--- src/rtl/mem_arbiter.sv ---
// -----------------------------------------------------------------------------
// mem_arbiter
//
// Shares one single-ported, variable-latency unified memory between the fetch
// stage (instruction reads) and the memory stage (data loads and stores).
// Data accesses have fixed priority over fetches. A starvation counter limits
// how many data grants can pass a waiting fetch, so fetch always makes
// progress. A taken jump (i_flush) drops an in-flight fetch response without
// aborting the memory access, because the memory cannot be cancelled.
//
// Parameters
//   STARVE_MAX  consecutive data grants with a fetch pending before the fetch
//               is forced through (must be >= 1)
//
// Ports
//   clk        in   1   clock, all state updates on the rising edge
//   rst        in   1   asynchronous active-high reset
//   i_req      in   1   fetch read request, held with i_addr until i_ready/flush
//   i_addr     in   32  fetch address
//   i_flush    in   1   jump taken: discard current/pending fetch response
//   i_ready    out  1   one-cycle pulse: i_data/i_err valid
//   i_data     out  32  fetched instruction (registered)
//   i_err      out  1   memory error on this fetch (registered)
//   d_req      in   1   data request, held with d_wr/d_addr/d_wdata until d_ready
//   d_wr       in   1   1 = store, 0 = load
//   d_addr     in   32  data address
//   d_wdata    in   32  store data
//   d_ready    out  1   one-cycle pulse: d_rdata/d_err valid (store: completion)
//   d_rdata    out  32  load data (registered)
//   d_err      out  1   memory error on this access (registered)
//   mem_en     out  1   memory access active
//   mem_wr     out  1   memory write
//   mem_addr   out  32  memory address
//   mem_wdata  out  32  memory write data
//   mem_rdata  in   32  memory read data, valid with mem_ready
//   mem_ready  in   1   memory completes the current access this cycle
//   mem_err    in   1   memory error, valid with mem_ready
// -----------------------------------------------------------------------------
module mem_arbiter #(
    parameter int STARVE_MAX = 4
) (
    input  logic        clk,
    input  logic        rst,

    input  logic        i_req,
    input  logic [31:0] i_addr,
    input  logic        i_flush,
    output logic        i_ready,
    output logic [31:0] i_data,
    output logic        i_err,

    input  logic        d_req,
    input  logic        d_wr,
    input  logic [31:0] d_addr,
    input  logic [31:0] d_wdata,
    output logic        d_ready,
    output logic [31:0] d_rdata,
    output logic        d_err,

    output logic        mem_en,
    output logic        mem_wr,
    output logic [31:0] mem_addr,
    output logic [31:0] mem_wdata,
    input  logic [31:0] mem_rdata,
    input  logic        mem_ready,
    input  logic        mem_err
);

    localparam int CW = $clog2(STARVE_MAX + 1);
    localparam logic [CW-1:0] STARVE_LIMIT = CW'(STARVE_MAX);

    typedef enum logic [1:0] {
        IDLE   = 2'd0,
        I_BUSY = 2'd1,
        D_BUSY = 2'd2,
        RESP   = 2'd3
    } state_t;

    state_t          state;
    state_t          next_state;

    logic [CW-1:0]   starve_cnt;
    logic            stale;
    logic            resp_is_d;
    logic            wr_latched;

    logic            starved;
    logic            grant_d;
    logic            grant_i;
    logic            capture;

    // A fetch has been passed over STARVE_MAX times in a row: it must win now,
    // even against a pending data request.
    assign starved = i_req && (starve_cnt == STARVE_LIMIT);

    // State register. Reset returns straight to IDLE, which also drops mem_en
    // asynchronously since mem_en is decoded from the state.
    always_ff @(posedge clk or posedge rst) begin
        if (rst) begin
            state <= IDLE;
        end else begin
            state <= next_state;
        end
    end

    // Next-state and output decode. RESP always lasts exactly one cycle and
    // ignores requests so the requester has a cycle to drop or change them.
    always_comb begin
        next_state = state;
        grant_d    = 1'b0;
        grant_i    = 1'b0;
        capture    = 1'b0;
        mem_en     = 1'b0;
        mem_wr     = 1'b0;
        i_ready    = 1'b0;
        d_ready    = 1'b0;

        case (state)
            IDLE: begin
                if (d_req && !starved) begin
                    grant_d    = 1'b1;
                    next_state = D_BUSY;
                end else if (i_req && !i_flush) begin
                    grant_i    = 1'b1;
                    next_state = I_BUSY;
                end
            end

            I_BUSY: begin
                mem_en = 1'b1;
                if (mem_ready) begin
                    capture    = 1'b1;
                    next_state = RESP;
                end
            end

            D_BUSY: begin
                mem_en = 1'b1;
                mem_wr = wr_latched;
                if (mem_ready) begin
                    capture    = 1'b1;
                    next_state = RESP;
                end
            end

            RESP: begin
                d_ready    = resp_is_d;
                i_ready    = !resp_is_d && !stale;
                next_state = IDLE;
            end

            default: begin
                next_state = IDLE;
            end
        endcase
    end

    // Request latch. The granted request is copied into the memory-side
    // registers so mem_addr/mem_wdata/mem_wr stay constant for the whole
    // access regardless of what the requester does meanwhile. resp_is_d
    // remembers which port owns the response cycle.
    always_ff @(posedge clk or posedge rst) begin
        if (rst) begin
            mem_addr   <= 32'd0;
            mem_wdata  <= 32'd0;
            wr_latched <= 1'b0;
            resp_is_d  <= 1'b0;
        end else if (grant_d) begin
            mem_addr   <= d_addr;
            mem_wdata  <= d_wdata;
            wr_latched <= d_wr;
            resp_is_d  <= 1'b1;
        end else if (grant_i) begin
            mem_addr   <= i_addr;
            mem_wdata  <= 32'd0;
            wr_latched <= 1'b0;
            resp_is_d  <= 1'b0;
        end
    end

    // Starvation counter. Counts data grants that overtook a waiting fetch,
    // saturating at the limit; any fetch grant, or an idle cycle with no fetch
    // waiting, clears it. A data grant with no fetch pending also lands in
    // the clearing branch because i_req is low.
    always_ff @(posedge clk or posedge rst) begin
        if (rst) begin
            starve_cnt <= '0;
        end else if (grant_d && i_req) begin
            if (starve_cnt != STARVE_LIMIT) begin
                starve_cnt <= starve_cnt + CW'(1);
            end
        end else if (grant_i) begin
            starve_cnt <= '0;
        end else if ((state == IDLE) && !i_req) begin
            starve_cnt <= '0;
        end
    end

    // Stale flag. A flush during a fetch cannot abort the memory access, so
    // the fetch is marked stale and its response cycle is suppressed. The
    // flag lives until the response cycle has passed.
    always_ff @(posedge clk or posedge rst) begin
        if (rst) begin
            stale <= 1'b0;
        end else if (state == RESP) begin
            stale <= 1'b0;
        end else if ((state == I_BUSY) && i_flush) begin
            stale <= 1'b1;
        end
    end

    // Fetch response registers. A flush arriving in the very cycle the memory
    // completes also drops the response, so i_flush is checked alongside
    // stale; a dropped fetch leaves i_data/i_err untouched.
    always_ff @(posedge clk or posedge rst) begin
        if (rst) begin
            i_data <= 32'd0;
            i_err  <= 1'b0;
        end else if (capture && (state == I_BUSY) && !stale && !i_flush) begin
            i_data <= mem_rdata;
            i_err  <= mem_err;
        end
    end

    // Data response registers. Stores capture too, so d_err reports a failed
    // store; the values hold until the next data completion.
    always_ff @(posedge clk or posedge rst) begin
        if (rst) begin
            d_rdata <= 32'd0;
            d_err   <= 1'b0;
        end else if (capture && (state == D_BUSY)) begin
            d_rdata <= mem_rdata;
            d_err   <= mem_err;
        end
    end

endmodule

--- config.mk ---
export PLATFORM = sky130hd
export DESIGN_NAME = mem_arbiter
export DESIGN_NICKNAME = d
export VERILOG_FILES = /design/src/rtl/mem_arbiter.sv
export SDC_FILE = /design/constraint.sdc
export NUM_CORES = 1
export LEC_CHECK = 0
export CAP_MARGIN = 20
export CORE_ASPECT_RATIO = 0.8
export CORE_MARGIN = 2
export CORE_UTILIZATION = 38
export CTS_CLUSTER_SIZE = 14
export DETAILED_ROUTE_END_ITERATION = 12
export GPL_ROUTABILITY_DRIVEN = 0
export PLACE_DENSITY = 0.83
export RECOVER_POWER = 100
export SLEW_MARGIN = 20
export SYNTH_ARGS = -nofsm -noshare
export SYNTH_HDL_FRONTEND = slang
export SYNTH_SLANG_ARGS = --single-unit
--- constraint.sdc ---
create_clock -name clk -period 4.5 [get_ports clk]
set_input_delay 0.675 -clock clk [delete_from_list [all_inputs] [get_ports clk]]
set_output_delay 0.675 -clock clk [all_outputs]
set_load 0.02 [all_outputs]
==> results.json, run 1 <==
{
  "h-tree-depth": 4,
  "fin_area_mm2": 0.00920,
  "synth_top_family_by_area": "compound AO/OA/AOI/OAI gates",
  "arrival_ns": 3.38,
  "skew_ns": 0.00652,
  "grt_max_degree": 126,
  "synth_edf_count": 0,
  "clock_latency_ns": 0.42,
  "cts_tree": "done",
  "post_cts_resized": 0,
  "synth_ff_type": "dfrtp_1",
  "hold_path.class": "register to register",
  "end_kind": "register",
  "maxCapViolations": 3,
  "port-buffer-count": 269,
  "grtUsageTotal": 0.196,
  "fin_crit_sh": 0.686,
  "start_kind": "input pin",
  "ys_types": 35,
  "antenna_found_initial": 1,
  "dp_slack_ns": 1.57,
  "drt_iter0_drc": 199,
  "fp.coreArea_mm2": 0.0150,
  "n_fill_cell": 1161,
  "dr.pass1.iters": 4,
  "cp_cell_sequence": "dlygate4sd3_1, nor3_4, clkbuf_1, mux2_2",
  "worstMarginPinSlew_ns": 2.61,
  "crit_buf_inv": 2,
  "power_frac_clock": 0.212,
  "synthSimpleGateAreaFrac": 0.0909,
  "max_freq_mhz": 324,
  "synth.avg_cell_area_um2": 12.1,
  "avgRoutedWirePerCell_um": 17.1,
  "cts_sinks": 138,
  "period_minus_slack_ns": 3.09,
  "grt_overflow": 0,
  "clk_transition_reported_paths_ns": 0.06,
  "fin_nets": 889,
  "dp_hpwl_um": 11500,
  "finalSetupTns_ns": 0,
  "drive_above_1_share": 0.177,
  "crit_fanout": 33,
  "seqPwrFrac": 0.331,
  "power_leakage_nw": 3.97,
  "async_flop_share": 1.00,
  "viasPerCell": 4.93,
  "seq_area_frac_synth": 0.592,
  "synth_compound_area_frac": 0.137,
  "critPathRequiredTime_ns": 4.80,
  "synth-seq-cells": 138,
  "crit_family": "buffers and inverters",
  "p_sw_frac": 0.377,
  "rsz0062_at_grt": "no",
  "power.switching_mw": 2.42,
  "ios": 270,
  "grt_pass1_wl_um": 24900,
  "vias": 4675,
  "synth_mux_area_frac": 0.129,
  "status": "finished with violations",
  "final_antenna_net_count": 0,
  "netlist_area_mm2": 0.00583,
  "cts-root-buf": "clkbuf_16",
  "synthToLayoutAreaGrowth_pct": 57.6,
  "start_util": 0.389,
  "num_rows": 40,
  "max_slew_margin": -0.740,
  "drc": 0,
  "finalHoldViolCount": 0,
  "synthesis.nets": 626,
  "cts_hold_buf": 0,
  "finalSetupViolCount": 0,
  "violations": "max-capacitance violations, max-slew violations",
  "intPower_mw": 4.01,
  "comb_power_share": 0.457,
  "die_w_um": 143,
  "powerDensity_mw_per_mm2": 699,
  "fp.dieH_um": 115,
  "critPathKind": "input pin to register",
  "dpl-instance-area_mm2": 0.00864,
  "setup_slack_ns": 1.41,
  "synth_xor_area_frac": 0,
  "drt_wl_total_um": 16200,
  "numCtsBuffers": 17,
  "die-area_mm2": 0.0164,
  "yosysWarnings": 0,
  "yosys.area_share.adder": 0.0150,
  "synth_cells": 483,
  "slowest_delay_ns": 1.43,
  "clockBufferDepth": 2,
  "grt_pass1_vias": 4929,
  "postCtsSetupRepairBufs": 0,
  "cp_slowest_cell": "clkbuf_1",
  "holdWs_ns": 0.496,
  "ir_drop_v": 0.000297,
  "drv_slew": 194
}
-- metal layers --
layer	global-route usage	vias to the layer above	wire (um)
li1	-	2218	-
met1	0.238	2282	6810
met2	0.336	148	8240
met3	0.0546	27	806
met4	0.0713	0	352
met5	0	-	0
-- final cells by class --
class	count	area [um2]	area share
antenna	1	2.50	0.000272
clock buffer	21	450	0.0490
clock inverter	10	119	0.0129
inverter	7	30.0	0.00327
multi-input combinational	307	2170	0.236
sequential	138	3450	0.376
tap	189	236	0.0257
timing repair buffer	275	2730	0.297
-- cell usage after synthesis, types with 2 or more instances --
cell | instances | share of area
dfrtp_1 | 138 | 0.59
nand2_1 | 104 | 0.067
mux2_2 | 67 | 0.13
o21ai_1 | 35 | 0.030
o21ai_0 | 32 | 0.027
a22oi_2 | 30 | 0.064
buf_2 | 11 | 0.0094
clkbuf_1 | 11 | 0.0071
ha_1 | 7 | 0.015
inv_1 | 7 | 0.0045
buf_6 | 5 | 0.0096
and2_1 | 4 | 0.0043
buf_4 | 4 | 0.0051
a21boi_0 | 3 | 0.0039
nor2_1 | 3 | 0.0019
a22oi_1 | 2 | 0.0026
or3_1 | 2 | 0.0021
-- sequential cells by signal (all words and copies together) (netlist names) --
register,flops
state,2
mem_addr,32
d_rdata,32
d_err,1
starve_cnt,3
mem_wdata,32
wr_latched,1
stale,1
i_data,32
resp_is_d,1
i_err,1
-- cell usage in the layout, fill, tap and decap left out, types with 2 or more instances in the layout --
cell type        synthesis  routed
a22oi_2                 30      30
inv_6                    0       2
clkbuf_1                11       5
inv_1                    7       6
dlygate4sd3_1            0     137
a21boi_0                 3       3
nor2_1                   3       3
o21ai_0                 32      66
dfrtp_1                138     138
clkinvlp_4               0       4
or3_1                    2       2
nand3_1                  1       2
clkdlybuf4s50_1          0     132
clkinv_2                 0       2
ha_1                     7       7
buf_4                    4       4
a22oi_1                  2       2
nand2_1                104     104
and2_1                   4       4
bufinv_16                0       2
clkbuf_16                0      17
mux2_2                  67      67
-- through the flow --
| stage | util | total power [mW] | instances |
|---|---|---|---|
| 2_1_floorplan | - | 3.81 | 483 |
| 3_3_place_gp | 0.576 | 5.23 | 916 |
| 3_5_place_dp | 0.576 | 5.36 | 916 |
| 4_1_cts | 0.614 | 6.74 | 947 |
| 5_1_grt | 0.613 | 6.79 | 948 |
| 6_report | 0.613 | 6.43 | 948 |
-- worst paths after layout --
check / slack [ns] / to / cells past startpoint / from
worst max register to register: 1.52 / d_rdata[27] / 5 / state[0]
max in group asynchronous: 1.58 / mem_addr[17] / 2 / rst
worst min-delay path: 0.50 / d_rdata[7] / 1 / d_rdata[7]
worst min register to register: 0.50 / d_rdata[7] / 1 / d_rdata[7]
worst max-delay path: 1.41 / i_data[12] / 4 / i_flush
min in group asynchronous: 1.54 / mem_wdata[10] / 2 / rst
-- cells by family after synthesis --
group	Yosys count
AOI/OAI and AO/OA	108
DFF	138
muxes	67
and+or+nand+nor	125
adders and majority gates	7
buffers and inverters	38
-- power by group through the flow --
| stage | clock network [mW] | registers (mW) | logic [mW] |
|---|---|---|---|
| floorplan | 0 | 2.80 | 1.01 |
| global placement | 0 | 2.13 | 3.09 |
| detailed placement | 0 | 2.17 | 3.19 |
| CTS | 1.39 | 2.16 | 3.20 |
| global route | 1.44 | 2.21 | 3.14 |
| finish | 1.36 | 2.13 | 2.94 |
(Power assumes the default switching activity.)
==> inputs of run 2 (changes only) <==
- CORE_UTILIZATION: 38 -> 42
- PLACE_DENSITY: 0.83 -> 0.86
- clock period: 4.5 -> 2.9 ns (I/O delays scaled with it)
==> run 2 against run 1 <==
Critical path type is now register to output port. Worst setup slack worse by 1.0 ns. Total power grew 54%. Utilization up 6.7 points. Via count increased by 2.5%. Critical endpoint is now mem_en. Worst hold slack better by 0.0024 ns. Clock skew rose by 0.00091 ns. Global-route usage increased by 3.7 points. Critical path depth shrank 1. The run now ends clean. Register-to-register slack got worse by 1.1 ns. Final area grew 0.19%.
==> results.json, run 2 (same netlist as run 1, synthesis figures left out) <==
{
  "crit_buf_inv": 2,
  "cts-root-buf": "clkbuf_16",
  "critPathKind": "register to output port",
  "drt_iter0_drc": 230,
  "num_rows": 38,
  "cts_tree": "done",
  "antennaDiodeCount": 0,
  "cp_slowest_cell": "dlygate4sd3_1",
  "dpl-instance-area_mm2": 0.00868,
  "period_minus_slack_ns": 2.52,
  "n_fill_cell": 981,
  "h-tree-depth": 4,
  "post_cts_resized": 0,
  "vias": 4794,
  "cts_hold_buf": 0,
  "start_util": 0.431,
  "numCtsBuffers": 17,
  "drive_above_1_share": 0.183,
  "cts_sinks": 138,
  "hold_path.class": "register to register",
  "max_slew_margin": 0.212,
  "postCtsSetupRepairBufs": 0,
  "die-area_mm2": 0.0149,
  "slowest_delay_ns": 0.74,
  "dr.pass1.iters": 5,
  "holdWs_ns": 0.499,
  "fin_nets": 890,
  "die_w_um": 136,
  "fin_crit_sh": 0.871,
  "final_antenna_net_count": 0,
  "dp_hpwl_um": 12200,
  "clock_latency_ns": 0.41,
  "crit_fanout": 6,
  "grt_pass1_vias": 4955,
  "start_kind": "register",
  "totalPowerFinal_mw": 9.93,
  "fin_area_mm2": 0.00921,
  "finalSetupTns_ns": 0,
  "critPathRequiredTime_ns": 2.47,
  "maxCapViolations": 0,
  "power_leakage_nw": 3.98,
  "drc": 0,
  "grtUsageTotal": 0.233,
  "drt_wl_total_um": 16900,
  "viasPerCell": 5.10,
  "worstMarginPinSlew_ns": 1.18,
  "end_kind": "output port",
  "layout_common_cells": "dfrtp_1, dlygate4sd3_1, clkdlybuf4s50_1",
  "drv_slew": 0,
  "grt_max_degree": 98,
  "grt_overflow": 0,
  "max_freq_mhz": 396,
  "antenna_found_initial": 0,
  "status": "completed",
  "synthToLayoutAreaGrowth_pct": 57.9,
  "port-buffer-count": 269,
  "cp_cell_sequence": "inv_1, ha_1, dlygate4sd3_1",
  "fp.coreArea_mm2": 0.0136,
  "powerDensity_mw_per_mm2": 1080,
  "skew_ns": 0.00742,
  "rsz0062_at_grt": "no",
  "finalSetupViolCount": 0,
  "finalHoldViolCount": 0,
  "grt_pass1_wl_um": 26200,
  "fp.dieH_um": 109,
  "clk_transition_reported_paths_ns": 0.06,
  "arrival_ns": 2.09,
  "avgRoutedWirePerCell_um": 18.0,
  "clockBufferDepth": 2,
  "crit_family": "buffers and inverters",
  "final_common_cell": "dfrtp_1",
  "ir_drop_v": 0.000653,
  "ios": 270
}
## run 2: changes by cell type in the layout (fill, tap and decap cells not counted), sizes merged
cell | before | now
bufinv | 2 | 1
clkbuf | 23 | 21
clkdlybuf4s50 | 132 | 134
clkinv | 3 | 5
clkinvlp | 4 | 7
diode | 1 | 0
dlygate4sd3 | 137 | 135
## run 2: metal layers
metal,track usage,vias up,wire length [um]
li1,-,2209,-
met1,0.270,2349,6640
met2,0.398,190,8490
met3,0.0687,46,1090
met4,0.115,0,652
met5,0,-,0
## run 2: per-stage QoR
step / worst slack, ns / utilization / cells
5_1_grt: 0.269 / 0.680 / 940
3_3_place_gp: 0.376 / 0.641 / 907
6_report: 0.375 / 0.680 / 940
2_1_floorplan: 0.744 / - / 483
3_5_place_dp: 0.289 / 0.641 / 907
4_1_cts: 0.423 / 0.682 / 939
## run 2: where the power goes
part	switching, mW	internal (mW)
sequential	0.484	2.83
combinational	2.46	2.11
clock	0.840	1.20
## run 2: cell type report
class / count / area, um2 / area share
timing repair buffer: 276 / 2780 / 0.301
clock inverter: 14 / 121 / 0.0132
clock buffer: 18 / 439 / 0.0477
sequential: 138 / 3450 / 0.375
inverter: 7 / 27.5 / 0.00299
tap: 180 / 225 / 0.0244
multi-input combinational: 307 / 2170 / 0.235
## run 2: worst paths after layout
check	slack (ns)	cells past startpoint	startpoint	endpoint
min in group asynchronous	0.62	2	rst	mem_wdata[12]
worst max register to register	0.43	7	state[0]	mem_addr[0]
worst max-delay path	0.38	3	state[0]	mem_en
max in group asynchronous	0.68	3	rst	d_rdata[18]
worst min-delay path	0.50	1	d_rdata[25]	d_rdata[25]
worst min register to register	0.50	1	d_rdata[25]	d_rdata[25]
==> inputs of run 3 (changes only) <==
- clock period: 2.9 -> 2.8 ns (I/O delays scaled with it)
==> run 3 against run 2 <==
Register-to-register slack barely moved. Sequential share of layout area down 0.25 points. Count of clock-buffer cells in the layout fell by 1. Clock skew decreased by 0.00096 ns. Sequential power rose by 4%. Worst setup slack worse by 0.073 ns. Final area increased by 0.68%. Clock power increased by 8%. Wire length is 1.4% higher. Largest cell class unchanged.
==> results.json, run 3 (same netlist as run 1, synthesis figures left out) <==
{
  "totalPowerFinal_mw": 10.4,
  "vias": 4800,
  "hold_path_depth": 1,
  "grt_pass1_wl_um": 26900,
  "powerDensity_mw_per_mm2": 1120,
  "dp_hpwl_um": 12200,
  "power_leakage_nw": 4.00,
  "ios": 270,
  "grt_pass1_vias": 5021,
  "crit-reg2reg-launch": "state[0]",
  "clockBufferDepth": 2,
  "layout_common_cells": "dfrtp_1, dlygate4sd3_1, clkdlybuf4s50_1",
  "antenna_found_initial": 0,
  "critPathRequiredTime_ns": 2.38,
  "cts_hold_buf": 0,
  "die_w_um": 136,
  "final_antenna_net_count": 0,
  "fin_crit_sh": 0.892,
  "critPathKind": "register to output port",
  "fin_nets": 891,
  "drt_iter0_drc": 244,
  "drt_wl_total_um": 17100,
  "maxCapViolations": 0,
  "finalSetupViolCount": 0,
  "hold_start": "i_data[6]",
  "dr.pass1.iters": 4,
  "num_rows": 38,
  "clk_transition_reported_paths_ns": 0.06,
  "skew_ns": 0.00647,
  "status": "completed",
  "ir_drop_v": 0.000611,
  "arrival_ns": 2.08,
  "clock_latency_ns": 0.41,
  "crit_fanout": 6,
  "avgRoutedWirePerCell_um": 18.2,
  "cts_tree": "done",
  "antennaDiodeCount": 0,
  "worstMarginPinSlew_ns": 1.06,
  "grt_overflow": 0,
  "cts-root-buf": "clkbuf_16",
  "period_minus_slack_ns": 2.50,
  "postCtsSetupRepairBufs": 0,
  "start_util": 0.431,
  "rr_worst_depth": 7,
  "finalHoldViolCount": 0,
  "start_kind": "register",
  "drive_above_1_share": 0.187,
  "final_common_cell": "dfrtp_1",
  "synthToLayoutAreaGrowth_pct": 59.0,
  "grt_max_degree": 89,
  "finalSetupTns_ns": 0,
  "numCtsBuffers": 17,
  "h-tree-depth": 4,
  "max_slew_margin": 0.291,
  "die-area_mm2": 0.0149,
  "max_freq_mhz": 400,
  "drc": 0,
  "port-buffer-count": 269,
  "end_kind": "output port",
  "rsz0062_at_grt": "no",
  "post_cts_resized": 0,
  "hold_path_end": "i_data[6]",
  "reg2reg_to": "mem_addr[13]",
  "hold_path.class": "register to register",
  "rrSetupSlack_ns": 0.44,
  "grtUsageTotal": 0.238,
  "drv_slew": 0,
  "fp.coreArea_mm2": 0.0136,
  "fp.dieH_um": 109,
  "cts_sinks": 138,
  "viasPerCell": 5.10
}
[run 3: cell count changes in the layout (fill, tap and decap cells not counted)]
cell	change
buf_16	+1
mux2_1	-1
nor2_2	+1
clkinvlp_4	-1
clkinv_2	-4
clkinv_4	+4
inv_6	+1
nor2_1	-1
clkbuf_8	-1
mux2_2	+1
bufinv_16	+1
[run 3: power by group]
| group | internal [mW] | switching, mW | leakage (nW) |
|---|---|---|---|
| Sequential | 2.94 | 0.502 | 1.71 |
| Clock | 1.32 | 0.888 | 0.273 |
| Combinational | 2.19 | 2.56 | 2.02 |
| Total | 6.45 | 3.95 | 4.00 |
[run 3: stage by stage]
stage | util | std cells | setup slack [ns] | cell area [um2] | hold slack, ns
global route | 0.685 | 941 | 0.226 | 9280 | 0.519
finish | 0.685 | 941 | 0.303 | 9280 | 0.498
floorplan | - | 483 | 0.659 | 5840 | 0.465
detailed placement | 0.642 | 908 | 0.128 | 8700 | 0.485
CTS | 0.686 | 940 | 0.356 | 9300 | 0.384
global placement | 0.642 | 908 | 0.291 | 8700 | 0.477
[run 3: layout make-up]
| cell class | instances | area, um2 |
|---|---|---|
| flip-flops and latches | 138 | 3450 |
| clock buffers | 17 | 425 |
| multi-input cells | 307 | 2170 |
| clock inverters | 15 | 168 |
| repair buffers | 277 | 2810 |
| inverters | 7 | 27.5 |
| well taps | 180 | 225 |
| fillers | 972 | 4270 |
[run 3: how the worst max path moves through the flow]
| stage | from | depth (start not counted) | endpoint | slack, ns |
|---|---|---|---|---|
| finish | state[0] | 3 | mem_en | 0.30 |
| global route | state[0] | 3 | mem_en | 0.23 |
| CTS | state[0] | 3 | mem_en | 0.36 |
| detailed placement | i_req | 5 | mem_addr[28] | 0.13 |
| global placement | i_req | 5 | mem_addr[28] | 0.29 |
| floorplan | rst | 1 | d_err | 0.66 |
[run 3: critical path, stage by stage, from the launching register on]
cell	delay, ns
dfrtp_1	0.41
inv_1	0.11
ha_1	0.41
dlygate4sd3_1	0.74
[run 3: routing by layer]
| metal | track usage | routed length, um | vias to the layer above |
|---|---|---|---|
| met5 | 0 | 0 | - |
| met4 | 0.125 | 610 | 0 |
| met3 | 0.0645 | 1080 | 42 |
| met2 | 0.404 | 8810 | 171 |
| met1 | 0.280 | 6600 | 2361 |
| li1 | - | - | 2226 |
==> patch 1 (settings of run 3) <==
`STARVE_MAX`: 4 -> 8.
--- a/src/rtl/mem_arbiter.sv
+++ b/src/rtl/mem_arbiter.sv
@@ -37,7 +37,7 @@
 //   mem_err    in   1   memory error, valid with mem_ready
 // -----------------------------------------------------------------------------
 module mem_arbiter #(
-    parameter int STARVE_MAX = 4
+    parameter int STARVE_MAX = 8
 ) (
     input  logic        clk,
     input  logic        rst,
Check against the original RTL: no difference found for any inputs over 4 cycles, from zero or initial values and one cycle with rst high; that may be too few to reach the edited logic, so the function may still have changed.
==> patch 1 against run 3 <==
  * Setup slack better by 0.072 ns
  * First-iteration DRC count rose by 31%
  * Worst hold slack worse by 0.0010 ns
  * Critical endpoint unchanged
  * Count of clock-buffer cells in the layout grew 5
  * Largest cell class unchanged
  * Sequential cell count increased by 1
  * Routed wire length decreased by 4.3%
  * Total power is 0.98% higher
  * Area after synthesis decreased by 0.66%
  * Cell area shrank 0.16%
==> patch 1: results (changes against run 3) <==
| Metric | Value |
|---|---|
| Dpl cell area | 8680 sq um (-0.27%) |
| VDD IR-drop max | 0.838 mV (+37%) |
| FF/Latch Area | 3480 sq um (+0.72%) |
| # placed instances | 917 (+0.99%) |
| Distinct cells, synth | 35 (unchanged) |
| Multi-input gates | 309 (+0.65%) |
| Status | finished clean |
| Fraction of layout instances using a drive strength above 1 | 15.7% (-2.9 points) |
| Met2 Resource Use GR | 38.5% (-1.9 points) |
| Register area share after synthesis | 60.0% (+0.83 points) |
| Top cells by area, synth | dfrtp_1 60%, mux2_2 13%, nand2_1 6.7%, o21ai_0 3.0%, a22oi_1 2.8% |
| Net count after synthesis | 632 (+0.96%) |
| H-tree levels | 4 (unchanged) |
| DR WL met2 | 8600 um (-2.3%) |
| Largest net degree at the start of global routing | 57 (-36%) |
| Leak Pwr | 0.00406 uW (+1.5%) |
| Layout area overhead | 59.8% |
| R2R Path End | mem_addr[30] |
| HP Start | i_data[21] |
| Met1 Use GR | 27.0% (-1.0 points) |
| Inverter count | 9 (+2) |
| Max frequency | 412 MHz (+3.0%) |
| Via-per-instance ratio | 5.07 (-0.66%) |
| M1 WL | 6660 um (+0.88%) |
| Worst R2R Start | starve_cnt[0] |
| Syn_area_per_cell | 11.9 sq um (-1.9%) |
| Vias in the first global route | 4,706 (-6.3%) |
| First-pass GRT wire length | 24,800 um (-7.7%) |
| Worst path arrival time | 2.01 ns (-0.07 ns) |
| Synth top cells by count | 139 x dfrtp_1, 103 x nand2_1, 66 x mux2_2, 35 x o21ai_0, 31 x o21ai_1 |
| HPWL Detailed | 12,000 um (-2.1%) |
| Drt initial violations | 319 (+31%) |
| Gr usage total | 22.2% (-1.7 points) |
| Worst slew margin | 15.7% (-13 points) |
| Clk tree area frac | 6.98% (+0.59 points) |
| Met3 track demand over resource | 6.83% (+0.38 points) |
| Fraction of area in non-clock buffers | 30.1% (-0.11 points) |
| Post-Layout Cell Count | 949 (+0.85%) |
| Met3 wire len | 875 um (-19%) |
| Final Net Count | 899 (+0.90%) |
| Bufs w/o clock | 280 (+1.1%) |
| Fill cell count | 966 (-0.62%) |
| Worst Hold End | i_data[21] |
| Fraction of area in multi-input gates | 22.5% (-0.89 points) |
| Max layer used | met4 |
| Worst slack, placed | 0.494 ns (+0.367 ns) |
| Seq_cells | 139 (+0.72%) |
| Post-CTS Resized | 0 (unchanged) |
| WHS | 0.497 ns (-0.00105 ns) |
| Drt first pass iters | 5 (+1) |
| Clock Skews | 0.00555 ns (-0.000913 ns) |
| Wirelength per Cell | 17.2 um (-5.1%) |
==> patch 1: worst max-delay path: stages (launching register included) <==
cell and delay (ns):
dfrtp_1 0.40, inv_1 0.11, ha_1 0.38, dlygate4sd3_1 0.70
==> patch 1: worst max-delay path by stage <==
stage | startpoint | endpoint | cells past startpoint | slack, ns
global route | starve_cnt[0] | mem_addr[8] | 7 | 0.23
global placement | i_req | mem_addr[7] | 6 | 0.58
detailed placement | i_req | mem_addr[30] | 6 | 0.49
CTS | state[0] | mem_en | 3 | 0.44
floorplan | rst | d_err | 1 | 0.64
finish | state[0] | mem_en | 3 | 0.37
==> patch 1: logic make-up (layout without fill, tap and decap cells) <==
group           Yosys count  after routing  share of synthesized area (%)
buf+inv                  41            321                           3.80
fa+ha+maj                 7              7                           1.51
mux                      68             68                           13.2
compound gates          112            112                           12.4
flops                   139            139                           60.0
simple gates            122            122                           9.09
==> patch 1: where the power goes <==
group          internal, uW  switching, uW
logic                  2170           2480
clock network          1580            824
registers              2950            506
==> patch 2 (flow settings as in run 3) <==
Made on the original files. Encoding of `state_t`: now one-hot (4 bits for 4 states).
--- a/src/rtl/mem_arbiter.sv
+++ b/src/rtl/mem_arbiter.sv
@@ -69,11 +69,11 @@
     localparam int CW = $clog2(STARVE_MAX + 1);
     localparam logic [CW-1:0] STARVE_LIMIT = CW'(STARVE_MAX);
 
-    typedef enum logic [1:0] {
-        IDLE   = 2'd0,
-        I_BUSY = 2'd1,
-        D_BUSY = 2'd2,
-        RESP   = 2'd3
+    typedef enum logic [3:0] {
+        IDLE   = 4'b0001,
+        I_BUSY = 4'b0010,
+        D_BUSY = 4'b0100,
+        RESP   = 4'b1000
     } state_t;
 
     state_t          state;
Behaviour: same outputs for any inputs over 4 cycles, from zero or initial values and one cycle with rst high; so few cycles prove little.
==> patch 2 against run 3 <==
  * The run now ends with capacitance limit, slew limit left
  * Combinational power is 22% lower
  * Total power is 13% lower
  * Clock skew is 0.0018 ns higher
  * Fmax is 2.8% lower
  * Area after synthesis is 3.4% lower
  * Sequential cell count is 2 higher
  * Cell area is 2.9% lower
  * Setup slack worse by 0.072 ns
  * Clock power hardly changed
  * Worst hold slack worse by 0.00071 ns
  * Routed wire length is 11% lower
  * Largest power group unchanged
==> patch 2: results (changes against run 3) <==
| Metric | Value |
|---|---|
| M1 WL | 5940 um (-10%) |
| Inverter count | 4 (-3) |
| Max-Cap Viols | 1 (+1) |
| HP Start | d_rdata[9] |
| Met3 wire len | 1160 um (+6.9%) |
| Met2 Resource Use GR | 36.9% (-3.5 points) |
| FF/Latch Area | 3500 sq um (+1.5%) |
| Worst r2r path cells | 4 (-3) |
| First-pass GRT wire length | 24,200 um (-9.9%) |
| Fin. max-slew vios | 141 (+141) |
| Clk sinks | 140 (+1.4%) |
| Fraction of layout instances using a drive strength above 1 | 16.9% (-1.8 points) |
| WHS | 0.497 ns (-0.000708 ns) |
| Vias in the first global route | 4,672 (-7.0%) |
| DR WL met2 | 7700 um (-13%) |
| Clk tree area frac | 6.51% (+0.12 points) |
| Synth Area in Adders | 0.444% (-1.1 points) |
| Routed WL | 15,200 um (-11%) |
| Met1 Use GR | 25.7% (-2.3 points) |
| Clock Skews | 0.00822 ns (+0.00176 ns) |
| Clock share of power | 24.3% (+3.0 points) |
| Switch Pwr | 3130 uW (-21%) |
| Multi-input gates | 212 (-31%) |
| Failing checks | capacitance limit, slew limit |
| Worst Hold End | d_rdata[9] |
| Final Net Count | 789 (-11%) |
| Fraction of area in non-clock buffers | 30.3% (+0.089 points) |
| Max Fanout on Critical Path | 9 (+3) |
| Bufs w/o clock | 276 (-0.36%) |
| Critical path launch point | state[2] |
| Status | finished with violations |
| Dpl cell area | 8440 sq um (-3.0%) |
patch 2: cell types whose count changed after synthesis, sizes merged, moves of 3 or more:
cell and change:
a22o +33, a22oi -32, buf +6, clkbuf -8, nand2b +22, ha -5
o221a +31, inv -3, nand2 -98, or2b +9, o21ai -61
patch 2: stage by stage:
| stage | instances | setup WS (ns) |
|---|---|---|
| 3_3_place_gp | 807 | 0.288 |
| 2_1_floorplan | 385 | 0.632 |
| 6_report | 839 | 0.231 |
| 3_5_place_dp | 807 | 0.389 |
| 5_1_grt | 839 | 0.125 |
| 4_1_cts | 839 | 0.0607 |
patch 2: worst max-delay path, cell delays in order (launching register included):
cell             delay (ns)
dfrtp_1                0.53
nor4b_2                0.40
and2_1                 0.18
clkdlybuf4s50_1        0.63
patch 2: what timing repair did:
action | CTS | global route
endpoints found under the setup margin | 0 | 1
resized for setup | 0 | 1
setup buffers | 0 | 0
